`config.mk`:
```
export PLATFORM = sky130hd
export DESIGN_NAME = mc_ctrl
export DESIGN_NICKNAME = d
export VERILOG_FILES = /design/src/rtl/mc_ctrl.sv
export SDC_FILE = /design/constraint.sdc
export NUM_CORES = 1
export LEC_CHECK = 0
export CAP_MARGIN = 20
export CORE_MARGIN = 2
export CORE_UTILIZATION = 39
export DETAILED_ROUTE_END_ITERATION = 8
export PLACE_DENSITY = 0.8
export SLEW_MARGIN = 15
export SYNTH_ARGS = -nofsm -noshare
export SYNTH_HDL_FRONTEND = slang
export SYNTH_SLANG_ARGS = --single-unit
```
`constraint.sdc`:
```
create_clock -name clk -period 2.68 [get_ports clk]
set_input_delay 0.804 -clock clk [delete_from_list [all_inputs] [get_ports clk]]
set_output_delay 0.804 -clock clk [all_outputs]
set_load 0.005 [all_outputs]
```
`src/rtl/mc_ctrl.sv`:
```
// mc_ctrl: multicycle control FSM for the P1 datapath.
// Sequences the shared ALU through fetch/decode/execute/memory/writeback,
// drives ALU op, operand selects, flag write and all datapath enables.
// Ports:
//   clk, rst_n         clock (rising edge), async active-low reset
//   Op, Funct          instruction register fields IR[31:26], IR[5:0]
//   Zero, Overflow     combinational ALU status for the current cycle
//   MemReady           memory finishes the current access this cycle
//   ALUOp..RegWrite    datapath control (combinational decode of State)
//   Illegal, State     FSM in ILLEGAL state, current state (debug)
module mc_ctrl #(
    parameter bit ILLEGAL_HALT = 1'b1
) (
    input  logic       clk,
    input  logic       rst_n,
    input  logic [5:0] Op,
    input  logic [5:0] Funct,
    input  logic       Zero,
    input  logic       Overflow,
    input  logic       MemReady,
    output logic [2:0] ALUOp,
    output logic       ALUSrcA,
    output logic [1:0] ALUSrcB,
    output logic [1:0] ExtOp,
    output logic       FlagWrite,
    output logic       PCWrite,
    output logic [1:0] PCSrc,
    output logic       IRWrite,
    output logic       MemRead,
    output logic       MemWrite,
    output logic       IorD,
    output logic       RegDst,
    output logic       MemToReg,
    output logic       RegWrite,
    output logic       Illegal,
    output logic [3:0] State
);

    localparam int unsigned STATE_W = 4;

    typedef enum logic [STATE_W-1:0] {
        S_FETCH    = 4'd0,
        S_DECODE   = 4'd1,
        S_EXEC_R   = 4'd2,
        S_EXEC_I   = 4'd3,
        S_MEM_ADDR = 4'd4,
        S_MEM_RD   = 4'd5,
        S_MEM_WB   = 4'd6,
        S_MEM_WR   = 4'd7,
        S_WB_ALU   = 4'd8,
        S_BRANCH   = 4'd9,
        S_JUMP     = 4'd10,
        S_ILLEGAL  = 4'd15
    } state_t;

    localparam logic [5:0] OP_R     = 6'b000000;
    localparam logic [5:0] OP_ADDI  = 6'b001000;
    localparam logic [5:0] OP_ADDIU = 6'b001001;
    localparam logic [5:0] OP_ORI   = 6'b001101;
    localparam logic [5:0] OP_LUI   = 6'b001111;
    localparam logic [5:0] OP_LW    = 6'b100011;
    localparam logic [5:0] OP_SW    = 6'b101011;
    localparam logic [5:0] OP_BEQ   = 6'b000100;
    localparam logic [5:0] OP_J     = 6'b000010;

    localparam logic [5:0] F_ADD  = 6'b100000;
    localparam logic [5:0] F_ADDU = 6'b100001;
    localparam logic [5:0] F_SUB  = 6'b100010;
    localparam logic [5:0] F_SUBU = 6'b100011;
    localparam logic [5:0] F_AND  = 6'b100100;
    localparam logic [5:0] F_OR   = 6'b100101;
    localparam logic [5:0] F_SLT  = 6'b101010;
    localparam logic [5:0] F_SRAV = 6'b000111;

    localparam logic [2:0] ALU_ADD  = 3'd0;
    localparam logic [2:0] ALU_SUB  = 3'd1;
    localparam logic [2:0] ALU_AND  = 3'd2;
    localparam logic [2:0] ALU_OR   = 3'd3;
    localparam logic [2:0] ALU_LESS = 3'd4;
    localparam logic [2:0] ALU_B    = 3'd5;
    localparam logic [2:0] ALU_SAR  = 3'd6;

    state_t     r_state;
    state_t     w_state_next;
    state_t     w_bad;
    logic       r_ovf_q;
    logic       w_ovf_next;
    logic       w_r_legal;
    logic       w_r_signed;
    logic [2:0] w_r_aluop;
    logic       w_flag_write;
    logic       w_pc_write;
    logic       w_ir_write;
    logic       w_mem_read;
    logic       w_mem_write;
    logic       w_reg_write;

    // Destination for an unsupported instruction
    assign w_bad = ILLEGAL_HALT ? S_ILLEGAL : S_FETCH;

    // R-type funct decode: legality, ALU op, and whether overflow matters
    always_comb begin
        w_r_legal  = 1'b1;
        w_r_signed = 1'b0;
        w_r_aluop  = ALU_ADD;
        case (Funct)
            F_ADD:  w_r_signed = 1'b1;
            F_ADDU: w_r_aluop  = ALU_ADD;
            F_SUB:  begin w_r_aluop = ALU_SUB; w_r_signed = 1'b1; end
            F_SUBU: w_r_aluop  = ALU_SUB;
            F_AND:  w_r_aluop  = ALU_AND;
            F_OR:   w_r_aluop  = ALU_OR;
            F_SLT:  w_r_aluop  = ALU_LESS;
            F_SRAV: w_r_aluop  = ALU_SAR;
            default: w_r_legal = 1'b0;
        endcase
    end

    // State register and latched overflow flag
    always_ff @(posedge clk or negedge rst_n) begin
        if (!rst_n) begin
            r_state <= S_FETCH;
            r_ovf_q <= 1'b0;
        end else begin
            r_state <= w_state_next;
            r_ovf_q <= w_ovf_next;
        end
    end

    // Next-state and output decode
    always_comb begin
        w_state_next = r_state;
        w_ovf_next   = r_ovf_q;
        ALUOp        = ALU_ADD;
        ALUSrcA      = 1'b0;
        ALUSrcB      = 2'b00;
        ExtOp        = 2'b00;
        PCSrc        = 2'b00;
        IorD         = 1'b0;
        RegDst       = 1'b0;
        MemToReg     = 1'b0;
        Illegal      = 1'b0;
        w_flag_write = 1'b0;
        w_pc_write   = 1'b0;
        w_ir_write   = 1'b0;
        w_mem_read   = 1'b0;
        w_mem_write  = 1'b0;
        w_reg_write  = 1'b0;
        case (r_state)
            S_FETCH: begin
                w_mem_read = 1'b1;
                ALUSrcB    = 2'b01;
                w_ir_write = MemReady;
                w_pc_write = MemReady;
                w_ovf_next = 1'b0;
                if (MemReady) w_state_next = S_DECODE;
            end
            S_DECODE: begin
                // Precompute branch target into ALUOut
                ALUSrcB = 2'b11;
                case (Op)
                    OP_R:                            w_state_next = w_r_legal ? S_EXEC_R : w_bad;
                    OP_ADDI, OP_ADDIU, OP_ORI, OP_LUI: w_state_next = S_EXEC_I;
                    OP_LW, OP_SW:                    w_state_next = S_MEM_ADDR;
                    OP_BEQ:                          w_state_next = S_BRANCH;
                    OP_J:                            w_state_next = S_JUMP;
                    default:                         w_state_next = w_bad;
                endcase
            end
            S_EXEC_R: begin
                ALUSrcA      = 1'b1;
                w_flag_write = 1'b1;
                ALUOp        = w_r_aluop;
                w_ovf_next   = Overflow & w_r_signed;
                w_state_next = S_WB_ALU;
            end
            S_EXEC_I: begin
                ALUSrcA      = 1'b1;
                ALUSrcB      = 2'b10;
                w_flag_write = 1'b1;
                w_ovf_next   = 1'b0;
                case (Op)
                    OP_ADDI: w_ovf_next = Overflow;
                    OP_ORI:  begin ALUOp = ALU_OR; ExtOp = 2'b01; end
                    OP_LUI:  begin ALUOp = ALU_B;  ExtOp = 2'b10; end
                    default: ALUOp = ALU_ADD;
                endcase
                w_state_next = S_WB_ALU;
            end
            S_WB_ALU: begin
                // Signed overflow suppresses the register write
                w_reg_write  = ~r_ovf_q;
                RegDst       = (Op == OP_R);
                w_state_next = S_FETCH;
            end
            S_MEM_ADDR: begin
                ALUSrcA      = 1'b1;
                ALUSrcB      = 2'b10;
                w_state_next = (Op == OP_SW) ? S_MEM_WR : S_MEM_RD;
            end
            S_MEM_RD: begin
                w_mem_read = 1'b1;
                IorD       = 1'b1;
                if (MemReady) w_state_next = S_MEM_WB;
            end
            S_MEM_WB: begin
                w_reg_write  = 1'b1;
                MemToReg     = 1'b1;
                w_state_next = S_FETCH;
            end
            S_MEM_WR: begin
                w_mem_write = 1'b1;
                IorD        = 1'b1;
                if (MemReady) w_state_next = S_FETCH;
            end
            S_BRANCH: begin
                ALUSrcA      = 1'b1;
                ALUOp        = ALU_SUB;
                w_flag_write = 1'b1;
                PCSrc        = 2'b01;
                w_pc_write   = Zero;
                w_state_next = S_FETCH;
            end
            S_JUMP: begin
                PCSrc        = 2'b10;
                w_pc_write   = 1'b1;
                w_state_next = S_FETCH;
            end
            S_ILLEGAL: begin
                Illegal      = 1'b1;
                w_state_next = S_ILLEGAL;
            end
            default: w_state_next = S_FETCH;
        endcase
    end

    // Enables and requests are forced low while reset is asserted
    assign FlagWrite = w_flag_write & rst_n;
    assign PCWrite   = w_pc_write   & rst_n;
    assign IRWrite   = w_ir_write   & rst_n;
    assign MemRead   = w_mem_read   & rst_n;
    assign MemWrite  = w_mem_write  & rst_n;
    assign RegWrite  = w_reg_write  & rst_n;
    assign State     = r_state;

endmodule

```
=== Yosys cells after proc, flatten, opt, wreduce, memory -nomap -nowiden ===
Index checks and enable logic that the tools add are counted.

* Eq/ne operators: 30
* Multiplexer cells: 29
* Bitwise logic cells: 8
* Reductions and logical operators: 15

{| class="wikitable"
|+ Operators by type and width
! cell !! count
|-
| $eq A6 B6 Y1 const B || 9
|-
| $pmux W4 S7 || 1
|-
| $eq A6 B4 Y1 const B || 4
|-
| $pmux W4 S5 || 1
|-
| $eq A4 B3 Y1 const B || 4
|-
| $eq A4 B4 Y1 const B || 4
|-
| $mux W4 || 4
|-
| $pmux W3 S5 || 1
|-
| $reduce_or A2 Y1 || 7
|-
| $eq A6 B3 Y1 const B || 2
|-
| $mux W1 || 12
|-
| $pmux W3 S3 || 1
|-
| $eq A4 B2 Y1 const B || 2
|-
| $pmux W2 S2 || 2
|-
| $reduce_or A4 Y1 || 2
|-
| $reduce_or A8 Y1 || 1
|-
| $and A1 B1 Y1 || 7
|-
| $eq A6 B2 Y1 const B || 1
|-
| $logic_not A6 Y1 || 1
|-
| $ne A2 B2 Y1 const B || 3
|-
| $pmux W1 S3 || 2
|-
| $pmux W2 S3 || 1
|-
| $pmux W3 S2 || 1
|-
| $eq A4 B1 Y1 const B || 1
|-
| 7 further kinds || 8
|}

* Bits in registers: 5
* Input port bits: 17
* Output and inout port bits: 24
* Word-level logic and storage cells: 84

=== Logic depth before layout (Yosys ltp) ===
Gate-level depths: netlist (run 1).

* Depth in word-level cells: 6
* Gate-level depth with buffers: 6
* Mapped depth without buffers: 5

=== Worst setup path after synthesis (run 1) ===
Ideal clock, no wire load.

* Kind: input-to-output
* Start: in Op[0]
* End: out RegDst
* Data arrival time: 1721 ps
* Data required time: 1876 ps
* Slack: 155 ps
* Stages on the path: 4
* Buffers on the path: 1
* Cells stage by stage: clkbuf_1 > or4_4 > nor3_2 > and3_2

* Longest elaborated chain between the ends: 2

{| class="wikitable"
|+ RTL lines
! item !! RTL line !! source
|-
| start, declared || 16 || <nowiki>input logic [5:0] Op,</nowiki>
|-
| $logic_not A6 Y1 || 193 || <nowiki>RegDst = (Op == OP_R);</nowiki>
|-
| $mux W1 || 149 || <nowiki>case (r_state)</nowiki>
|-
| end, declared || 32 || <nowiki>output logic RegDst,</nowiki>
|}

No other way between the ends.

=== Worst setup path in the final report (run 1) ===
* Start: in Op[4]
* End: out ALUOp[2]

* Longest elaborated chain between the ends: 3
* Elaborated cells on any way between the ends: 4
* Those cells by class: eq/ne: 2; mux: 2

{| class="wikitable"
|+ RTL lines
! item !! RTL line !! source
|-
| $eq A6 B4 Y1 || 182 || <nowiki>case (Op)</nowiki>
|-
| $pmux W3 S2 * || 182 ||
|-
| $pmux W3 S3 * || 149 ||
|-
| end, declared || 21 || <nowiki>output logic [2:0] ALUOp,</nowiki>
|}

Every way passes the cells marked *; elsewhere a longest branch is shown, timed or not.

==> summary.md, run 1 <==
| Metric | Value |
|---|---|
| # nets final | `215` |
| CTS clock-pin slew for the worst setup and hold paths | `40 ps` |
| Max Slew Vio Count | `0` |
| Tcrit/Tclk final | `102%` |
| TritonRoute pass-1 iters | `4` |
| Worst hold slack | `503 ps` |
| Wire length on met3 | `264 um` |
| Cts hold-fix bufs | `0` |
| CTS tree | `yes` |
| Layout cell share with drive strength beyond 1 | `36.5%` |
| Clk Tree Root Cell | `clkbuf_4` |
| CORE AREA | `0.00192 mm^2` |
| MaxCap Viol Count | `0` |
| Clk sink count | `5` |
| Synth warn | `0` |
| Count of final hold-check violations | `0` |
| Die width | `48.6 um` |
| TritonCTS Buffers | `3` |
| DR top layer | `met4` |
| Synthesized area | `776 um^2` |
| Ys flop type | `dfrtp_1` |
| Crit path DAT | `1930 ps` |
| Worst slew margin | `81.0%` |
| Grt ovf | `0` |
| Die Area | `0.00236 mm^2` |
| Site row count | `16` |
| Clock Path Buffers | `2` |
| First-pass GRT wire length | `5320 um` |
| Total number of vias | `1288` |
| Clock Skew | `5.18 ps` |
| Unrepaired setup endpoints after global routing | `yes` |
| Setup slack, reg-to-reg | `1040 ps` |
| Area delta synth->final | `101%` |
| Synth area leader | `dfrtp_1` |
| Post-synth EDFFs | `0` |
| FF/Latch Area | `125 um^2` |
| Dpl hpwl | `2290 um` |
| Initial antenna violation count | `0` |
| Worst VDD drop | `0.000469 V` |
| DRT iter0 DRCs | `38` |
| Worst skew pair latency | `250 ps` |
| Detailed Route WL | `3420 um` |
| Crit path kind | `in2out` |
| Crit end category | `output pin` |
| Avg Cell Area, Syn | `6.36 um^2` |
| Ys async rst share | `100%` |
| Max Clk Rate | `0.365 GHz` |
| Die height | `48.6 um` |
| Dpl cells | `209` |
| Met2 routed WL | `1830 um` |
| CP Max Fanout | `3` |
| I/O pin cnt | `41` |
| Crit path launch type | `input pin` |
| Gpl congestion | `0.859` |
| #FFs+latches synth | `5` |
| Post-layout util | `81.3%` |
| Worst path required time | `1880 ps` |
| Area of the multi-input gates | `678 um^2` |
| Failing checks | `negative setup slack` |
| Synth top area cells | `dfrtp_1, nor2_1, nand2_1, mux2i_1, nor3_1` |
| Vias in the first global route | `1242` |
| Post-synthesis instance total | `122` |
| Pre-CTS WS | `-954 ps` |
| Leakage power | `0.738 nW` |
| Number of fill cells in the layout | `135` |
| IO Port Bufs | `40` |
| Sequential share of the synthesized area | `16.1%` |
| Status | `finished with violations` |
| Power per cell area | `651 mW/mm^2` |
| Via-to-Cell Ratio | `5.75` |
| Largest net degree at the start of global routing | `21` |
| Mapped Nets | `139` |
| DRC Markers | `0` |
| Worst R2R Path Depth | `7` |
| Worst slew pin tran | `281 ps` |
| Final ANT Viol Nets | `0` |
| Drt wl/cell | `15.3 um` |
| Setup WS post-layout | `-56.0 ps` |
| Top-area cell type share of the netlist area | `16.1%` |
| GRT Util Overall | `28.3%` |
| Final setup vio count | `3` |
| Antenna cell count | `0` |
| Hold Path Class | `in2async` |
| WL met1 | `1230 um` |
| Starting Density | `40.4%` |
| R2r endpoint | `State[1]$_DFFE_PN0P_` |
| RR Startpoint | `State[3]$_DFFE_PN0P_` |
| Non-filler instance count after layout | `224` |
| H-tree levels | `1` |
| Fin crit period | `2740 ps` |
| Netlist cell types | `39` |
-- stage by stage --
step	TNS (ps)	power (mW)	cell area (um^2)
floorplan	0	0.499	776
global placement	-6130	0.863	1390
detailed placement	-6660	0.877	1390
CTS	-148	0.977	1520
global route	-360	1.09	1560
finish	-140	1.02	1560
-- cell usage in the layout, fill, tap and decap left out, types with 2 or more instances in the layout --
| cell | instances |
|---|---|
| and3_1 | 3 |
| nor2_1 | 20 |
| clkdlybuf4s15_1 | 2 |
| buf_4 | 36 |
| o31ai_1 | 2 |
| nand3_1 | 5 |
| inv_1 | 5 |
| a32oi_1 | 2 |
| nand4_1 | 2 |
| a21oi_1 | 4 |
| dfrtp_1 | 5 |
| a31oi_1 | 4 |
| nand2_1 | 14 |
| buf_6 | 6 |
| clkbuf_2 | 2 |
| clkbuf_4 | 3 |
| buf_8 | 2 |
| nor3_1 | 6 |
| mux2i_1 | 4 |
| nor4bb_4 | 2 |
| clkdlybuf4s50_1 | 19 |
| o21ai_0 | 5 |
| o21ai_1 | 3 |
| dlygate4sd2_1 | 6 |
| o211ai_1 | 2 |
| buf_2 | 6 |
-- sequential cells by signal (all words and copies together) (netlist names) --
signal	count
State	4
r_ovf_q	1
-- cells in the mapped netlist, types with 2 or more instances --
cell      count
a21oi_1       4
a31oi_1       4
a32oi_1       2
and3_1        3
clkbuf_1      7
dfrtp_1       5
inv_1         7
mux2i_1       4
nand2_1      14
nand2b_1      2
nand3_1       5
nand4_1       2
nor2_1       21
nor2b_1       2
nor3_1        7
nor4bb_1      2
o211ai_1      2
o21ai_0       6
o21ai_1       2
o31ai_1       2
-- critical path: stages --
cell	delay, ps
buf_8	100
nor4_4	290
nand4_1	190
buf_4	180
buf_6	110
o32ai_2	110
buf_2	160
-- timing repair --
item / 4_1_cts / 5_1_grt
setup endpoints to repair: 12 / 10
resized for setup: 74 / 17
setup buffers: 6 / 5
pin swaps: 9 / 7
-- final cells by class --
cell class | count | area share (%)
inverters | 7 | 1.84
multi-input cells | 102 | 43.4
clock buffers | 4 | 1.68
well taps | 27 | 2.16
flip-flops and latches | 5 | 8.01
repair buffers | 79 | 42.9
-- cell families (layout without fill, tap and decap cells) --
kind of cell,after synthesis,in the layout,synth area share [%]
and+or+nand+nor,65,65,41.9
muxes,4,4,5.16
buffers and inverters,15,90,7.42
AOI/OAI and AO/OA,32,32,28.2
xor gates and xnor gates,1,1,1.13
DFF,5,5,16.1
-- report_power, final --
part / internal [mW] / leakage [nW] / switching (mW)
combinational: 0.395 / 0.658 / 0.402
sequential: 0.104 / 0.0645 / 0.0278
clock: 0.0564 / 0.0150 / 0.0327
total: 0.555 / 0.738 / 0.462
-- worst max-delay path by stage --
stage	startpoint	end	slack, ps	cells after the start
2_1_floorplan	Op[0]	RegDst	160	4
3_3_place_gp	Op[3]	ALUOp[1]	-830	7
3_5_place_dp	Op[3]	ALUOp[1]	-950	7
4_1_cts	Op[5]	RegDst	-80	5
5_1_grt	Op[4]	ALUOp[2]	-100	7
6_report	Op[4]	ALUOp[2]	-60	7
-- metal layers --
metal  GRT usage (%)  vias to the layer above
met3            3.40                       16
met5               0                        -
li1                -                      600
met1            29.7                      590
met2            54.1                       82
met4            14.8                        0
(Power assumes the default switching activity.)
==> inputs of run 2 (changes only) <==
Settings changed: CORE_MARGIN 2 to 5, CORE_UTILIZATION 39 to 35, PLACE_DENSITY 0.8 to 0.76.
Clock period 2.68 ns to 2.5 ns, I/O delays scaled along.
==> summary.md, run 2 (synthesis results as in run 1) <==
| Metric | Value |
|---|---|
| Worst skew pair latency | `260 ps (about the same)` |
| Most frequent cells in the layout | `buf_4, nor2_1, clkdlybuf4s50_1, nand2_1, buf_6` |
| Final setup vio count | `5 (+2)` |
| Area delta synth->final | `105%` |
| Switching pwr | `0.531 mW (+15%)` |
| Max Slew Vio Count | `0 (unchanged)` |
| Starting Density | `35.8% (-4.6 points)` |
| MaxCap Viol Count | `0 (unchanged)` |
| Worst slew pin tran | `275 ps (-6.61 ps)` |
| Dpl hpwl | `2520 um (+9.7%)` |
| Drt wl/cell | `15.7 um (+2.6%)` |
| Total stage count of the critical path | `7 (unchanged)` |
| Die Area | `0.00326 mm^2 (+38%)` |
| H-tree levels | `1 (unchanged)` |
| Die height | `57.1 um (+17%)` |
| CP Max Fanout | `3 (unchanged)` |
| Layout cell share with drive strength beyond 1 | `41.2% (+4.7 points)` |
| CP max stage delay | `300 ps (about the same)` |
| Status | `finished with violations` |
| Site row count | `17 (+1)` |
| GRT Util Overall | `21.1% (-7.2 points)` |
| Worst R2R Path Depth | `6 (-1)` |
| Setup TNS Final | `-408 ps (-267 ps)` |
| Detailed Route WL | `3480 um (+1.7%)` |
| Delay-heaviest family, CP | `buffers and inverters` |
| Clk sink count | `5 (unchanged)` |
| CTS tree | `yes` |
| Worst VDD drop | `0.000521 V (+11%)` |
| Failing checks | `negative setup slack` |
| I/O pin cnt | `41 (unchanged)` |
| Most common cell after layout, fill and taps aside | `buf_4` |
| Grt ovf | `0 (unchanged)` |
| # nets final | `212 (-1.4%)` |
| CTS clock-pin slew for the worst setup and hold paths | `50 ps (about the same)` |
| Crit path DAT | `1870 ps (-60 ps)` |
| Worst slew margin | `81.6% (+0.70 points)` |
| Largest net degree at the start of global routing | `21 (unchanged)` |
| Non-filler instance count after layout | `222 (-0.89%)` |
| Power per cell area | `728 mW/mm^2 (+12%)` |
| Leakage power | `0.754 nW (+2.1%)` |
| Hold Path Class | `in2async` |
| Switching portion of total power | `45.8% (+0.39 points)` |
| TritonCTS Buffers | `3 (unchanged)` |
| Max Clk Rate | `0.381 GHz` |
| Clock power share | `8.8% (about the same)` |
| Fin crit period | `2620 ps` |
| Seq pwr share | `12.6% (-0.3 points)` |
| Gpl congestion | `0.926 (+7.8%)` |
| Die width | `57.1 um (+17%)` |
| Largest register FFs | `4 (unchanged)` |
| Cts hold-fix bufs | `0 (unchanged)` |
| Via-to-Cell Ratio | `5.52 (-4.0%)` |
| Crit end category | `output pin` |
| CP max stage cell | `nor4_4` |
| Part of the power in combinational logic | `78.7% (+0.4 points)` |
| DRC Markers | `0 (unchanged)` |
| Pre-CTS WS | `-1050 ps (-93.2 ps)` |
| Total number of vias | `1225 (-4.9%)` |
| Initial antenna violation count | `0 (unchanged)` |
| Worst path bufs/invs | `4 (unchanged)` |
| Worst hold slack | `437 ps (-66.1 ps)` |
| Antenna cell count | `0 (unchanged)` |
| TritonRoute pass-1 iters | `4 (unchanged)` |
| Worst path required time | `1750 ps (-130 ps)` |
| CORE AREA | `0.00217 mm^2 (+13%)` |
| Unrepaired setup endpoints after global routing | `yes` |
| Pwr Total | `1.16 mW (+14%)` |
| Power Internal | `0.628 mW (+13%)` |
| CP cell instances | `buf_8, nor4_4, nand4_1, buf_4, buf_6, o32ai_2, buf_2` |
| Crit path launch type | `input pin` |
| Crit path kind | `in2out` |
| Count of final hold-check violations | `0 (unchanged)` |
| Vias in the first global route | `1207 (-2.8%)` |
| Dpl cells | `210 (+0.48%)` |
| First-pass GRT wire length | `5510 um (+3.6%)` |
| Final ANT Viol Nets | `0 (unchanged)` |
| Setup WS post-layout | `-125 ps (-68.7 ps)` |
| Clock Path Buffers | `2 (unchanged)` |
| IO Port Bufs | `40 (unchanged)` |
| Clock Skew | `9.87 ps (+4.69 ps)` |
| Clk Tree Root Cell | `clkbuf_4` |
| DRT iter0 DRCs | `22 (-42%)` |
| Tcrit/Tclk final | `105%` |
[run 2: cell types whose count changed in the layout (fill, tap and decap cells not counted), sizes merged]
| cell | before | now |
|---|---|---|
| clkbuf | 6 | 5 |
| dlygate4sd2 | 6 | 7 |
| buf | 50 | 46 |
| clkdlybuf4s50 | 19 | 14 |
| clkdlybuf4s15 | 2 | 6 |
| dlymetal6s2s | 0 | 2 |
[run 2: final timing paths]
path	start	end	slack, ps
hold reg to reg	r_ovf_q$_DFFE_PN0P_	r_ovf_q$_DFFE_PN0P_	620
min in group clk	r_ovf_q$_DFFE_PN0P_	r_ovf_q$_DFFE_PN0P_	620
hold / removal	rst_n	State[3]$_DFFE_PN0P_	440
max in group asynchronous	rst_n	State[2]$_DFFE_PN0P_	1850
setup / recovery	Op[5]	ALUOp[2]	-120
setup reg to reg	State[0]$_DFFE_PN0P_	r_ovf_q$_DFFE_PN0P_	1040
[run 2: power by group through the flow]
stage / clock network (mW) / registers [mW] / logic (mW)
2_1_floorplan: 0 / 0.140 / 0.395
3_3_place_gp: 0 / 0.135 / 0.806
3_5_place_dp: 0 / 0.136 / 0.823
4_1_cts: 0.0961 / 0.137 / 0.853
5_1_grt: 0.108 / 0.149 / 0.986
6_report: 0.102 / 0.146 / 0.912
[run 2: area by class of cell]
class                           count  area (um^2)
Fill cell                         177          578
Multi-Input combinational cell    102          701
Inverter                            7         28.8
Tap cell                           28         35.0
Timing Repair Buffer               76          673
Clock buffer                        4         26.3
Sequential cell                     5          128
[run 2: metal layers]
layer,track usage (%),wire length [um]
met4,9.27,103
met3,0.905,150
met1,24.4,1350
met5,0,0
met2,39.6,1870
[run 2: per-stage QoR]
stage	area [um^2]	util, %
final	1590	73.4
after global routing	1590	73.4
after floorplan	776	-
after global placement	1390	64.1
after detailed placement	1390	64.1
after CTS	1540	70.9
[run 2: repair_timing]
item	CTS	global route
setup buffers	6	2
resized for setup	94	18
endpoints found under the setup margin	15	13
pin swaps	12	4
[run 2: worst register-to-register path, cell delays in order, from the launching register on]
cell and delay [ps]:
dfrtp_1 370, nand2_1 140, nor4_4 320, buf_4 150, buf_4 90, a32oi_1 60
o21ai_0 240
